### config.mk
export PLATFORM = sky130hd
export DESIGN_NAME = siteswap_loader
export DESIGN_NICKNAME = d
export VERILOG_FILES = /design/src/rtl/siteswap_loader.sv
export SDC_FILE = /design/constraint.sdc
export NUM_CORES = 1
export LEC_CHECK = 0
export ABC_CLOCK_PERIOD_IN_PS = 16200
export CORE_MARGIN = 2
export CORE_UTILIZATION = 45
export DETAILED_ROUTE_END_ITERATION = 8
export PLACE_DENSITY = 0.67
export SLEW_MARGIN = 5
export SYNTH_ARGS = -nofsm -noshare
export SYNTH_HDL_FRONTEND = slang
export SYNTH_SLANG_ARGS = --single-unit
### constraint.sdc
create_clock -name clk_in -period 16.2 [get_ports clk_in]
set_input_delay 3.24 -clock clk_in [delete_from_list [all_inputs] [get_ports clk_in]]
set_output_delay 3.24 -clock clk_in [all_outputs]
set_load 0.005 [all_outputs]
### src/rtl/siteswap_loader.sv
// siteswap_loader
//   Collects siteswap throw digits from the user-input path and validates the
//   pattern when the user commits it. A pattern is accepted only if its
//   average throw is an integer, no two throws land on the same beat, and the
//   ball count is non-zero. The accepted pattern is published, periodically
//   extended to MAX_LEN entries, in the form trajectory_generator consumes.
//
//   Optional build macro: SITESWAP_MAXHEIGHT_EN
//     Rejects any throw above MAX_THROW (error code 5) and adds max_throw_out.
//
// Ports
//   clk_in, rst_in        clock, asynchronous active-high reset
//   digit_in/_valid_in    throw digit and its one-cycle append strobe
//   commit_in             one-cycle strobe, starts validation
//   clear_in              one-cycle strobe, discards entry and result
//   pattern_out[k]        p[k mod len] of the validated pattern
//   num_balls_out         sum / len of the validated pattern
//   len_out               digits currently held in the entry buffer
//   pattern_valid_out     level, result valid
//   busy_out              validation in progress (SUM/DIV/CHK)
//   error_out             level, validation failed
//   error_code_out        0 none, 1 empty, 2 non-integer avg, 3 collision,
//                         4 zero balls, 5 throw too high
//   max_throw_out         largest throw of the valid pattern (macro only)
module siteswap_loader #(
    parameter int MAX_LEN   = 7,
    parameter int MAX_THROW = 7
) (
    input  logic       clk_in,
    input  logic       rst_in,
    input  logic [2:0] digit_in,
    input  logic       digit_valid_in,
    input  logic       commit_in,
    input  logic       clear_in,
    output logic [2:0] pattern_out [MAX_LEN-1:0],
    output logic [2:0] num_balls_out,
    output logic [2:0] len_out,
    output logic       pattern_valid_out,
    output logic       busy_out,
    output logic       error_out,
    output logic [2:0] error_code_out
`ifdef SITESWAP_MAXHEIGHT_EN
    ,
    output logic [2:0] max_throw_out
`endif
);

    // All digit, index and count fields are 3 bits wide.
    if (MAX_LEN < 1 || MAX_LEN > 7 || MAX_THROW < 0 || MAX_THROW > 7) begin : g_bad_params
        $error("siteswap_loader: MAX_LEN must be 1..7 and MAX_THROW 0..7");
    end

    typedef enum logic [2:0] {
        S_ENTRY,
        S_SUM,
        S_DIV,
        S_CHK,
        S_DONE,
        S_ERR
    } state_t;

    localparam logic [2:0] LEN_FULL  = 3'(MAX_LEN);
    localparam logic [2:0] ERR_NONE  = 3'd0;
    localparam logic [2:0] ERR_EMPTY = 3'd1;
    localparam logic [2:0] ERR_FRAC  = 3'd2;
    localparam logic [2:0] ERR_COLL  = 3'd3;
    localparam logic [2:0] ERR_ZERO  = 3'd4;
`ifdef SITESWAP_MAXHEIGHT_EN
    localparam logic [2:0] ERR_HIGH  = 3'd5;
    localparam logic [3:0] THROW_LIM = 4'(MAX_THROW);
`endif

    state_t             state_q, state_d;
    logic [2:0]         pbuf_q [MAX_LEN-1:0];
    logic [2:0]         pbuf_d [MAX_LEN-1:0];
    logic [2:0]         len_q, len_d;
    logic [2:0]         idx_q, idx_d;
    logic [5:0]         acc_q, acc_d;       // sum, then remainder during DIV
    logic [2:0]         q_q, q_d;           // quotient = ball count
    logic [MAX_LEN-1:0] occ_q, occ_d;       // landing-beat occupancy
    logic [2:0]         pat_q [MAX_LEN-1:0];
    logic [2:0]         pat_d [MAX_LEN-1:0];
    logic [2:0]         nb_q, nb_d;
    logic               valid_q, valid_d;
    logic [2:0]         code_q, code_d;
`ifdef SITESWAP_MAXHEIGHT_EN
    logic [2:0]         maxt_q, maxt_d;
    logic [2:0]         max_digit;
`endif

    logic [2:0] cur_idx;
    logic [2:0] cur_digit;
    logic [3:0] land_sum;
    logic [2:0] landing;

    // CHK spends one trailing cycle at idx==len before publishing, so the
    // buffer read is masked back into range for that cycle.
    always_comb begin
        cur_idx   = (idx_q < len_q) ? idx_q : 3'd0;
        cur_digit = pbuf_q[cur_idx];
        land_sum  = {1'b0, idx_q} + {1'b0, cur_digit};
        landing   = 3'd0;
        if (len_q != 3'd0) begin
            landing = 3'(land_sum % {1'b0, len_q});
        end
    end

`ifdef SITESWAP_MAXHEIGHT_EN
    always_comb begin
        max_digit = 3'd0;
        for (int k = 0; k < MAX_LEN; k++) begin
            if (3'(k) < len_q && pbuf_q[k] > max_digit) begin
                max_digit = pbuf_q[k];
            end
        end
    end
`endif

    always_comb begin
        state_d = state_q;
        pbuf_d  = pbuf_q;
        len_d   = len_q;
        idx_d   = idx_q;
        acc_d   = acc_q;
        q_d     = q_q;
        occ_d   = occ_q;
        pat_d   = pat_q;
        nb_d    = nb_q;
        valid_d = valid_q;
        code_d  = code_q;
`ifdef SITESWAP_MAXHEIGHT_EN
        maxt_d  = maxt_q;
`endif

        if (clear_in) begin
            state_d = S_ENTRY;
            len_d   = 3'd0;
            valid_d = 1'b0;
            code_d  = ERR_NONE;
            nb_d    = 3'd0;
            for (int k = 0; k < MAX_LEN; k++) pat_d[k] = 3'd0;
`ifdef SITESWAP_MAXHEIGHT_EN
            maxt_d  = 3'd0;
`endif
        end else begin
            case (state_q)
                // DONE lasts one cycle and behaves as ENTRY; the published
                // result registers simply hold afterwards.
                S_ENTRY, S_DONE: begin
                    state_d = S_ENTRY;
                    if (commit_in) begin
                        valid_d = 1'b0;
                        code_d  = ERR_NONE;
                        idx_d   = 3'd0;
                        acc_d   = 6'd0;
                        q_d     = 3'd0;
                        occ_d   = '0;
                        if (len_q == 3'd0) begin
                            state_d = S_ERR;
                            code_d  = ERR_EMPTY;
                        end else begin
                            state_d = S_SUM;
                        end
                    end else if (digit_valid_in && len_q != LEN_FULL) begin
                        pbuf_d[len_q] = digit_in;
                        len_d         = len_q + 3'd1;
                    end
                end

                S_SUM: begin
`ifdef SITESWAP_MAXHEIGHT_EN
                    if ({1'b0, cur_digit} > THROW_LIM) begin
                        state_d = S_ERR;
                        code_d  = ERR_HIGH;
                    end else
`endif
                    begin
                        acc_d = acc_q + 6'(cur_digit);
                        if (idx_q == len_q - 3'd1) begin
                            idx_d   = 3'd0;
                            state_d = S_DIV;
                        end else begin
                            idx_d = idx_q + 3'd1;
                        end
                    end
                end

                // One subtraction per cycle; the exit cycle sees rem < len.
                S_DIV: begin
                    if (acc_q >= {3'd0, len_q}) begin
                        acc_d = acc_q - {3'd0, len_q};
                        q_d   = q_q + 3'd1;
                    end else if (acc_q != 6'd0) begin
                        state_d = S_ERR;
                        code_d  = ERR_FRAC;
                    end else if (q_q == 3'd0) begin
                        state_d = S_ERR;
                        code_d  = ERR_ZERO;
                    end else begin
                        idx_d   = 3'd0;
                        state_d = S_CHK;
                    end
                end

                S_CHK: begin
                    if (idx_q == len_q) begin
                        state_d = S_DONE;
                        valid_d = 1'b1;
                        code_d  = ERR_NONE;
                        nb_d    = q_q;
                        for (int k = 0; k < MAX_LEN; k++) begin
                            pat_d[k] = pbuf_q[3'(k) % len_q];
                        end
`ifdef SITESWAP_MAXHEIGHT_EN
                        maxt_d  = max_digit;
`endif
                    end else if (occ_q[landing]) begin
                        state_d = S_ERR;
                        code_d  = ERR_COLL;
                    end else begin
                        occ_d[landing] = 1'b1;
                        idx_d          = idx_q + 3'd1;
                    end
                end

                // Held until clear; buffer kept for inspection of len_out.
                S_ERR: ;

                default: state_d = S_ENTRY;
            endcase
        end
    end

    always_ff @(posedge clk_in or posedge rst_in) begin
        if (rst_in) begin
            state_q <= S_ENTRY;
            len_q   <= 3'd0;
            idx_q   <= 3'd0;
            acc_q   <= 6'd0;
            q_q     <= 3'd0;
            occ_q   <= '0;
            nb_q    <= 3'd0;
            valid_q <= 1'b0;
            code_q  <= ERR_NONE;
            for (int k = 0; k < MAX_LEN; k++) begin
                pbuf_q[k] <= 3'd0;
                pat_q[k]  <= 3'd0;
            end
`ifdef SITESWAP_MAXHEIGHT_EN
            maxt_q  <= 3'd0;
`endif
        end else begin
            state_q <= state_d;
            len_q   <= len_d;
            idx_q   <= idx_d;
            acc_q   <= acc_d;
            q_q     <= q_d;
            occ_q   <= occ_d;
            nb_q    <= nb_d;
            valid_q <= valid_d;
            code_q  <= code_d;
            pbuf_q  <= pbuf_d;
            pat_q   <= pat_d;
`ifdef SITESWAP_MAXHEIGHT_EN
            maxt_q  <= maxt_d;
`endif
        end
    end

    assign pattern_out       = pat_q;
    assign num_balls_out     = nb_q;
    assign len_out           = len_q;
    assign pattern_valid_out = valid_q;
    assign busy_out          = (state_q == S_SUM) || (state_q == S_DIV) || (state_q == S_CHK);
    assign error_out         = (state_q == S_ERR);
    assign error_code_out    = code_q;
`ifdef SITESWAP_MAXHEIGHT_EN
    assign max_throw_out     = maxt_q;
`endif

endmodule

==> results of run 1 <==
-- routing by layer --
| layer | wire (um) | GRT usage, % |
|---|---|---|
| met1 | 8120 | 29.4 |
| met5 | 0 | 0 |
| met3 | 1010 | 4.80 |
| met2 | 9590 | 42.8 |
| met4 | 713 | 12.7 |
-- tightest hold or removal path, cell delays in order (launching register included) --
cell and delay [ns]:
dfrtp_1 0.35, nand2_1 0.05, o41ai_1 0.06
-- stage by stage --
| step | std cells | util (%) |
|---|---|---|
| after global placement | 962 | 49.4 |
| final | 978 | 51.5 |
| after detailed placement | 962 | 49.4 |
| after CTS | 978 | 51.5 |
| after floorplan | 780 | - |
| after global routing | 978 | 51.5 |
-- registers in the layout, indices dropped and copies added, names as in the netlist, 6 cells and up --
register / cells
pattern_out: 21
acc_q: 6
occ_q: 7
pbuf_q: 21
-- worst min path at each step --
stage          slack, ns        to  cells after the start
2_1_floorplan       0.44  occ_q[2]                      2
3_5_place_dp        0.47  occ_q[2]                      2
3_3_place_gp        0.47  occ_q[2]                      2
5_1_grt             0.51  occ_q[3]                      2
6_report            0.49  occ_q[3]                      2
4_1_cts             0.48  occ_q[2]                      2
-- power by group through the flow --
stage               clock (mW)  sequential (mW)  combinational (mW)
finish                   0.206            0.231               0.398
global route             0.217            0.233               0.437
CTS                      0.210            0.229               0.394
detailed placement           0            0.232               0.391
global placement             0            0.232               0.371
floorplan                    0            0.207               0.329
-- kinds of logic after synthesis --
kind of cell / count (synthesis) / synth area share (%)
mux: 97 / 16.5
flops: 74 / 27.6
fa+ha+maj: 55 / 10.7
other cells: 1 / 0.0560
simple gates: 252 / 18.0
xor+xnor: 14 / 1.83
compound gates: 213 / 20.9
buf+inv: 74 / 4.33
-- final cells by class --
cell class              instances  area [um2]  area share [%]
inverters                      27         101            1.35
clock inverters                 5        52.6           0.702
repair buffers                 45         438            5.85
clock buffers                  11         253            3.38
well taps                     184         230            3.08
flip-flops and latches         74        1850            24.7
multi-input cells             632        4560            60.9
-- placed cells by master (no fill, tap or decap), types with 4 or more instances in the layout --
cell             Yosys  routed
a211oi_1            19      19
a21o_1               8       8
a21oi_1             59      59
a221oi_1             6       6
a22o_1               5       5
a31oi_1             10      10
and2_1               4       4
and3_1              16      16
buf_4                1       5
clkbuf_16            0       9
clkdlybuf4s50_1      0      40
dfrtp_1             74      74
fa_1                 4       4
ha_1                51      51
inv_1               26      25
mux2_2              36      36
mux2i_1             53      53
mux4_2               6       6
nand2_1             95      95
nand2b_1            16      16
nand3_1             19      19
nor2_1              53      53
nor2b_1             14      14
nor3_1              10      10
nor3b_1              4       4
nor4_1               4       4
o211ai_1            23      23
o21a_1               4       4
o21ai_0             46      46
o21ai_1              7       7
or3_1                4       4
xnor2_1              8       8
xor2_1               6       6
==> metrics, run 1 <==
Initial DRC Count between 400 and 500; Final ANT Viol Nets 0; outcome finished clean; GRT Overall Usage between 20% and 30%; Vias/cell ~6.2; sequential element share of the synthesized area roughly 28%; Clock Skews approximately 0.0066 ns; Synth warnings 0; Worst Min Path Start occ_q[3]; static leakage between 3 and 4 nW; Internal between 0.4 and 0.5 mW; area grow syn2layout 11.7%; DIE WIDTH approximately 130 um; EDFF count, synth 0; Gate power share between 40 and 50%; pre-CTS setup slack 6.55 ns; layout cells sized above 1 10.5%; DRT Pass-1 Iters 4; critical path depth 33; FF-to-FF path depth 33; wirelength, routed approximately 20000 um; Hold Path Class flop to flop; actual slew at the worst max-slew pin just over 0.9 ns; Synth area leaders dfrtp_1 28%, ha_1 9.5%, mux2i_1 7.9%, mux2_2 6.1%, nand2_1 5.3%; DP HPWL ~14000 um; Critical Path Source len_out[1]; Nets around 850; Max FO, Critical Path 22; area of the core 14500 um2; slowest stage delay, CP around 0.77 ns; final worst-path cycle share a little over 60%; total power around 0.84 mW; Clock Path Buffers 2; cell row count 44; mapped cell area around 6700 um2; Hold Fails Final Rpt 0; clock sinks 74; Synth cell types 69; async set-reset flop share out of synthesis between 90% and 100%; share of the synthesized area in the top cell type between 20% and 30%; worst r2r dst occ_q[4]; WHS just under 0.5 ns; via count 6096; initial cell density of the core between 40 and 50%; WP data required 16.45 ns; RR Startpoint len_out[1]; Clock Pin Slew Worst Setup and Hold Paths 0.06 ns; die area roughly 16000 um2; WS Path Type flop to flop; startpoint types flop; post-route minimum period around 10 ns; syn_nets approximately 840; # H-tree levels 3; flops & latches, synth 74; Sw Ratio 41.8%; # fillers 1341; post-CTS setup buffers 0; Pins Over Slew Limit 0; VDD IR max 0.0901 mV; Crit-path slowest cell dfrtp_1; WL/cell ~20 um; Worst Setup EP occ_q[4]; crit path DAT between 10 and 15 ns; Post-Synthesis Cells 780; leading area contributor after synthesis dfrtp_1; CTS root buf clkbuf_16; sw power between 0.3 and 0.4 mW; first-pass GRT wire length 31700 um; Avg Inst Size Synth approximately 8.6 um2; Hold-fix buffers, CTS 0; Setup WS post-layout roughly 6.3 ns; FF-to-FF setup slack ~6.3 ns; initial antenna violation count 0; vias in the first global route 6334; TritonCTS clock tree done; CP top delay family compound AO/OA/AOI/OAI gates; fmax a little over 100 MHz; Final Wtd Congestion around 0.97; synth cell count leaders 95 x nand2_1, 74 x dfrtp_1, 59 x a21oi_1; cell mode on critical path ha_1; max_slew headroom 37.9%; Resize count post-CTS 0; setup tns final 0 ns; CP bufs+invs 1; DRC viols 0; fin area between 7000 and 8000 um2; unrepaired setup endpoints after global routing false; register share of total power between 20% and 30%; most frequent cell after synthesis nand2_1; Primary FF master, synth dfrtp_1; Clk pwr share roughly 25%; grt ovf 0; P per Cell Area roughly 110 nW/um2; total CTS buffers 9; I/O pins between 40 and 50; Max-Cap Viols 0; Die Y-Extent between 100 and 150 um; n_diodes 0; largest net degree at the start of global routing slightly below 50; final setup fails 0; Post-DP Area 7180 um2; crit end category flop; Clock Latency Late Sink between 0.3 and 0.4 ns; # port buffers 40
(Power assumes the default switching activity.)
==> run 2: changes to the inputs <==
Settings changed: ABC_CLOCK_PERIOD_IN_PS 16200 to 8050, PLACE_DENSITY 0.67 to 0.7.
Clock period 16.2 ns to 8.05 ns, I/O delays scaled along.
==> metrics, run 2 (synthesized netlist as in run 1, its figures left out) <==
Clock Pin Slew Worst Setup and Hold Paths 0.06 ns (about the same); Worst Setup EP error_code_out[2]; global routing's busiest layer met2; initial cell density of the core 46.1% (unchanged); actual slew at the worst max-slew pin 0.957 ns (+0.0260 ns); slowest stage delay, CP 0.51 ns (-0.26 ns); WL/cell 18.3 um (-7.9%); VDD IR max 0.122 mV (+36%); CP bufs+invs 3 (+2); fmax 130 MHz (+29%); cell row count 44 (unchanged); TritonCTS clock tree done; via count 5983 (-1.9%); n_diodes 0 (unchanged); CTS root buf clkbuf_16; final setup fails 0 (unchanged); Reg area 1850 um2 (about the same); # fillers 1407 (+4.9%); Nets 871 (+2.2%); Hold Path Class flop to flop; Die Y-Extent 126 um (unchanged); fin area 7650 um2 (+2.2%); total CTS buffers 9 (unchanged); crit end category flop; global routing met2 resource utilization 39.9% (-2.9 points); setup tns final 0 ns (unchanged); grt ovf 0 (unchanged); Clock Path Buffers 2 (unchanged); P per Cell Area 223 nW/um2 (+100%); worst r2r dst error_code_out[2]; Global Route met3 Usage 4.04% (-0.76 points); GRT Overall Usage 23.4% (-1.4 points); Critical Path Source len_out[1]; WS Path Type flop to flop; initial antenna violation count 0 (unchanged); crit path DAT 7.96 ns (-2.22 ns); DRT Pass-1 Iters 5 (+1); DIE WIDTH 126 um (unchanged); WP data required 8.31 ns (-8.14 ns); Vias/cell 6.01 (-3.6%); outcome finished clean; Crit-path slowest cell or4_1; post-route minimum period 7.70 ns (-2.23 ns); FF-to-FF path depth 34 (+3.0%); clock sinks 74 (unchanged); Pins Over Slew Limit 0 (unchanged); Max FO, Critical Path 9 (-59%); DRC viols 0 (unchanged); first-pass GRT wire length 30000 um (-5.5%); # port buffers 40 (unchanged); CP top delay family compound AO/OA/AOI/OAI gates; DP HPWL 12800 um (-7.9%); Initial DRC Count 470 (-0.21%); startpoint types flop; wirelength, routed 18200 um (-6.2%); Clock Latency Late Sink 0.34 ns (about the same); static leakage 3.28 nW (+2.6%); area grow syn2layout 14.2%; final worst-path cycle share 95.6% (+34 points); cell mode on critical path ha_1; commonest non-fill, non-tap cell in the layout nand2_1; critical path depth 34 (+3.0%); area of the core 14500 um2 (unchanged); vias in the first global route 5801 (-8.4%); Final ANT Viol Nets 0 (unchanged); pre-CTS setup slack 0.110 ns (-6.44 ns); Multi-input gate area 4600 um2 (+0.91%); Hold Fails Final Rpt 0 (unchanged); WHS 0.475 ns (-0.0150 ns); # H-tree levels 3 (unchanged); Clock Skews 0.0136 ns (+0.00701 ns); Setup WS post-layout 0.352 ns (-5.92 ns); largest net degree at the start of global routing 75 (+53%); layout cells sized above 1 13.5% (+3.1 points); die area 15900 um2 (unchanged); most frequent cells in the layout 93 x nand2_1, 73 x dfrtp_1, 58 x a21oi_1; Post-DP Area 7280 um2 (+1.4%); max_slew headroom 36.2% (-1.7 points); RR Startpoint len_out[1]; Max-Cap Viols 0 (unchanged); FF-to-FF setup slack 0.35 ns (-5.92 ns); Hold-fix buffers, CTS 0 (unchanged); Final Wtd Congestion 0.877 (-9.4%); grt met1 use 30.8% (+1.5 points); I/O pins 41 (unchanged)
run 2: tightest hold or removal path: cells and delay by family, from the launching register on:
kind / cells / cell delay (ns)
compound gates: 1 / 0.06
simple gates: 1 / 0.05
flops: 1 / 0.33
run 2: cell type report:
class | count | share of cell area, %
Clock buffer | 10 | 3.12
Tap cell | 184 | 3.01
Inverter | 27 | 1.37
Sequential cell | 74 | 24.2
Timing Repair Buffer | 64 | 7.75
Multi-Input combinational cell | 632 | 60.1
Clock inverter | 5 | 0.409
run 2: worst min-delay path by stage:
stage                     endpoint      from  slack (ns)  cells past startpoint
after detailed placement  occ_q[3]  occ_q[3]        0.46                      2
after global placement    occ_q[3]  occ_q[3]        0.47                      2
after CTS                 occ_q[3]  occ_q[3]        0.47                      2
after global routing      occ_q[1]  occ_q[1]        0.52                      2
after floorplan           occ_q[2]  occ_q[2]        0.44                      2
final                     occ_q[3]  occ_q[3]        0.48                      2
run 2: what timing repair did:
action | CTS | global route
gates resized for setup | 0 | 8
buffers inserted | 0 | 7
endpoints found under the setup margin | 0 | 14
run 2: metrics by stage:
step	utilization, %	cells	total power [mW]
6_report	52.6	996	1.71
5_1_grt	52.6	996	1.81
4_1_cts	52.0	989	1.65
3_5_place_dp	50.1	974	1.27
3_3_place_gp	50.1	974	1.26
2_1_floorplan	-	780	1.09
run 2: report_power, final:
part | total, mW | leakage, nW | switching [mW] | internal (mW)
sequential | 0.454 | 1.01 | 0.0588 | 0.395
clock | 0.375 | 0.134 | 0.161 | 0.214
combinational | 0.880 | 2.13 | 0.503 | 0.376
run 2: layer usage:
metal  share of wire [%]  routed length (um)  vias to the layer above
li1                    -                   -                     2901
met1                  44                8070                     2884
met2                  49                8980                      166
met3                 4.7                 853                       32
met4                 1.8                 336                        0
met5                   0                   0                        -
==> run 3: changes to the inputs <==
Settings changed: CAP_MARGIN set to 40.
==> metrics, run 3 (synthesized netlist as in run 1, its figures left out) <==
outcome finished clean; global routing's busiest layer met2; initial cell density of the core 46.1% (unchanged); CTS root buf clkbuf_16; Vias/cell 6.02 (+0.28%); CP top delay family compound AO/OA/AOI/OAI gates; post-route minimum period 7.64 ns (-0.0591 ns); Pins Over Slew Limit 0 (unchanged); max_slew headroom 42.3% (+6.1 points); placed cells 975 (+0.10%); total power 1.76 mW (+2.9%); Internal 1.02 mW (+3.4%); n_diodes 0 (unchanged); fmax 131 MHz (+0.77%); most frequent cells in the layout 93 x nand2_1, 73 x dfrtp_1, 58 x a21oi_1; slowest stage delay, CP 0.52 ns (about the same); DP HPWL 12900 um (+0.23%); Max-Cap Viols 0 (unchanged); Global Route met3 Usage 4.50% (+0.47 points); pre-CTS setup slack 0.108 ns (-0.00208 ns); WP data required 8.31 ns (about the same); area grow syn2layout 15.1%; Nets 877 (+0.69%); sw power 0.739 mW (+2.2%); crit end category flop; Die Y-Extent 126 um (unchanged); Post-DP Area 7310 um2 (+0.38%); Final ANT Viol Nets 0 (unchanged); cell mode on critical path ha_1; startpoint types flop; wirelength, routed 18200 um (about the same); Final Wtd Congestion 0.877 (unchanged); via count 6036 (+0.89%); DRT Pass-1 Iters 5 (unchanged); final non-filler cell total 1002 (+0.60%); Hold Path Class flop to flop; DRC viols 0 (unchanged); # port buffers 40 (unchanged); commonest non-fill, non-tap cell in the layout nand2_1; GRT Overall Usage 23.3% (-0.090 points); actual slew at the worst max-slew pin 0.856 ns (-0.101 ns); largest net degree at the start of global routing 60 (-20%); WHS 0.471 ns (-0.00426 ns); layout cells sized above 1 14.2% (+0.63 points); Clk pwr share 21.2% (-0.7 points); global routing met2 resource utilization 39.0% (-0.92 points); Setup WS post-layout 0.412 ns (+0.0591 ns); Max FO, Critical Path 8 (-1); cell row count 44 (unchanged); clock sinks 74 (unchanged); Sw Ratio 42.0% (-0.28 points); final worst-path cycle share 94.9% (-0.73 points); first-pass GRT wire length 29900 um (-0.16%); register share of total power 25.8% (-0.8 points); TritonCTS clock tree done; Clock Latency Late Sink 0.34 ns (about the same); # H-tree levels 3 (unchanged); WS Path Type flop to flop; Crit-path slowest cell or4_1; I/O pins 41 (unchanged); VDD IR max 0.145 mV (+19%); Clock Path Buffers 2 (unchanged); grt ovf 0 (unchanged); total CTS buffers 9 (unchanged); area of the core 14500 um2 (unchanged); Initial DRC Count 416 (-11%); P per Cell Area 228 nW/um2 (+2.1%); die area 15900 um2 (unchanged); Clock Skews 0.0107 ns (-0.00287 ns); vias in the first global route 5773 (-0.48%); static leakage 3.32 nW (+1.1%); crit path DAT 7.90 ns (-0.06 ns); CP bufs+invs 2 (-1); initial antenna violation count 0 (unchanged); Hold-fix buffers, CTS 0 (unchanged); grt met1 use 30.6% (-0.24 points); final setup fails 0 (unchanged); Gate power share 52.9% (+1.4 points); DIE WIDTH 126 um (unchanged); Clock Pin Slew Worst Setup and Hold Paths 0.06 ns (about the same); fin area 7710 um2 (+0.77%); Hold Fails Final Rpt 0 (unchanged); WL/cell 18.2 um (-0.69%)
[run 3: worst paths after layout]
check	from	end	slack, ns	cells past startpoint
setup / recovery	len_out[1]	error_code_out[2]	0.41	33
hold / removal	occ_q[3]	occ_q[3]	0.47	2
setup reg to reg	len_out[1]	error_code_out[2]	0.41	33
hold reg to reg	occ_q[3]	occ_q[3]	0.47	2
max in group asynchronous	rst_in	pattern_out[5]	5.89	4
min in group asynchronous	rst_in	state_q[1]	1.60	3
[run 3: worst min-delay path, cell delays in order (launching register included)]
cell	delay, ns
dfrtp_1	0.33
nand2_1	0.05
o41ai_1	0.06
[run 3: timing repair]
| item | in CTS | in global routing |
|---|---|---|
| setup endpoints to repair | 0 | 14 |
| buffers inserted | 0 | 10 |
| resized for setup | 0 | 8 |
[run 3: cell type report]
type	count	area, um2
clock inverters	5	31.3
clock buffers	10	239
well taps	184	230
multi-input cells	633	4600
repair buffers	69	646
flip-flops and latches	74	1850
inverters	27	105
fillers	1407	6830
[run 3: metal layers]
layer / wire (um) / up-vias / part of all wire [%]
met5: 0 / - / 0
met4: 546 / 0 / 3.0
met3: 1040 / 39 / 5.7
met2: 8660 / 185 / 48
met1: 7970 / 2898 / 44
li1: - / 2914 / -
[run 3: metrics by stage]
step / utilization, % / setup TNS, ns
floorplan: - / 0
global placement: 50.1 / 0
detailed placement: 50.3 / 0
CTS: 52.1 / 0
global route: 53.0 / -0.167
finish: 53.0 / 0
[run 3: power by group through the flow]
stage	Sequential (mW)	Combinational (mW)	Clock, mW
3_5_place_dp	0.458	0.814	0
5_1_grt	0.457	1.03	0.393
2_1_floorplan	0.417	0.669	0
4_1_cts	0.451	0.819	0.378
6_report	0.454	0.930	0.373
3_3_place_gp	0.457	0.802	0
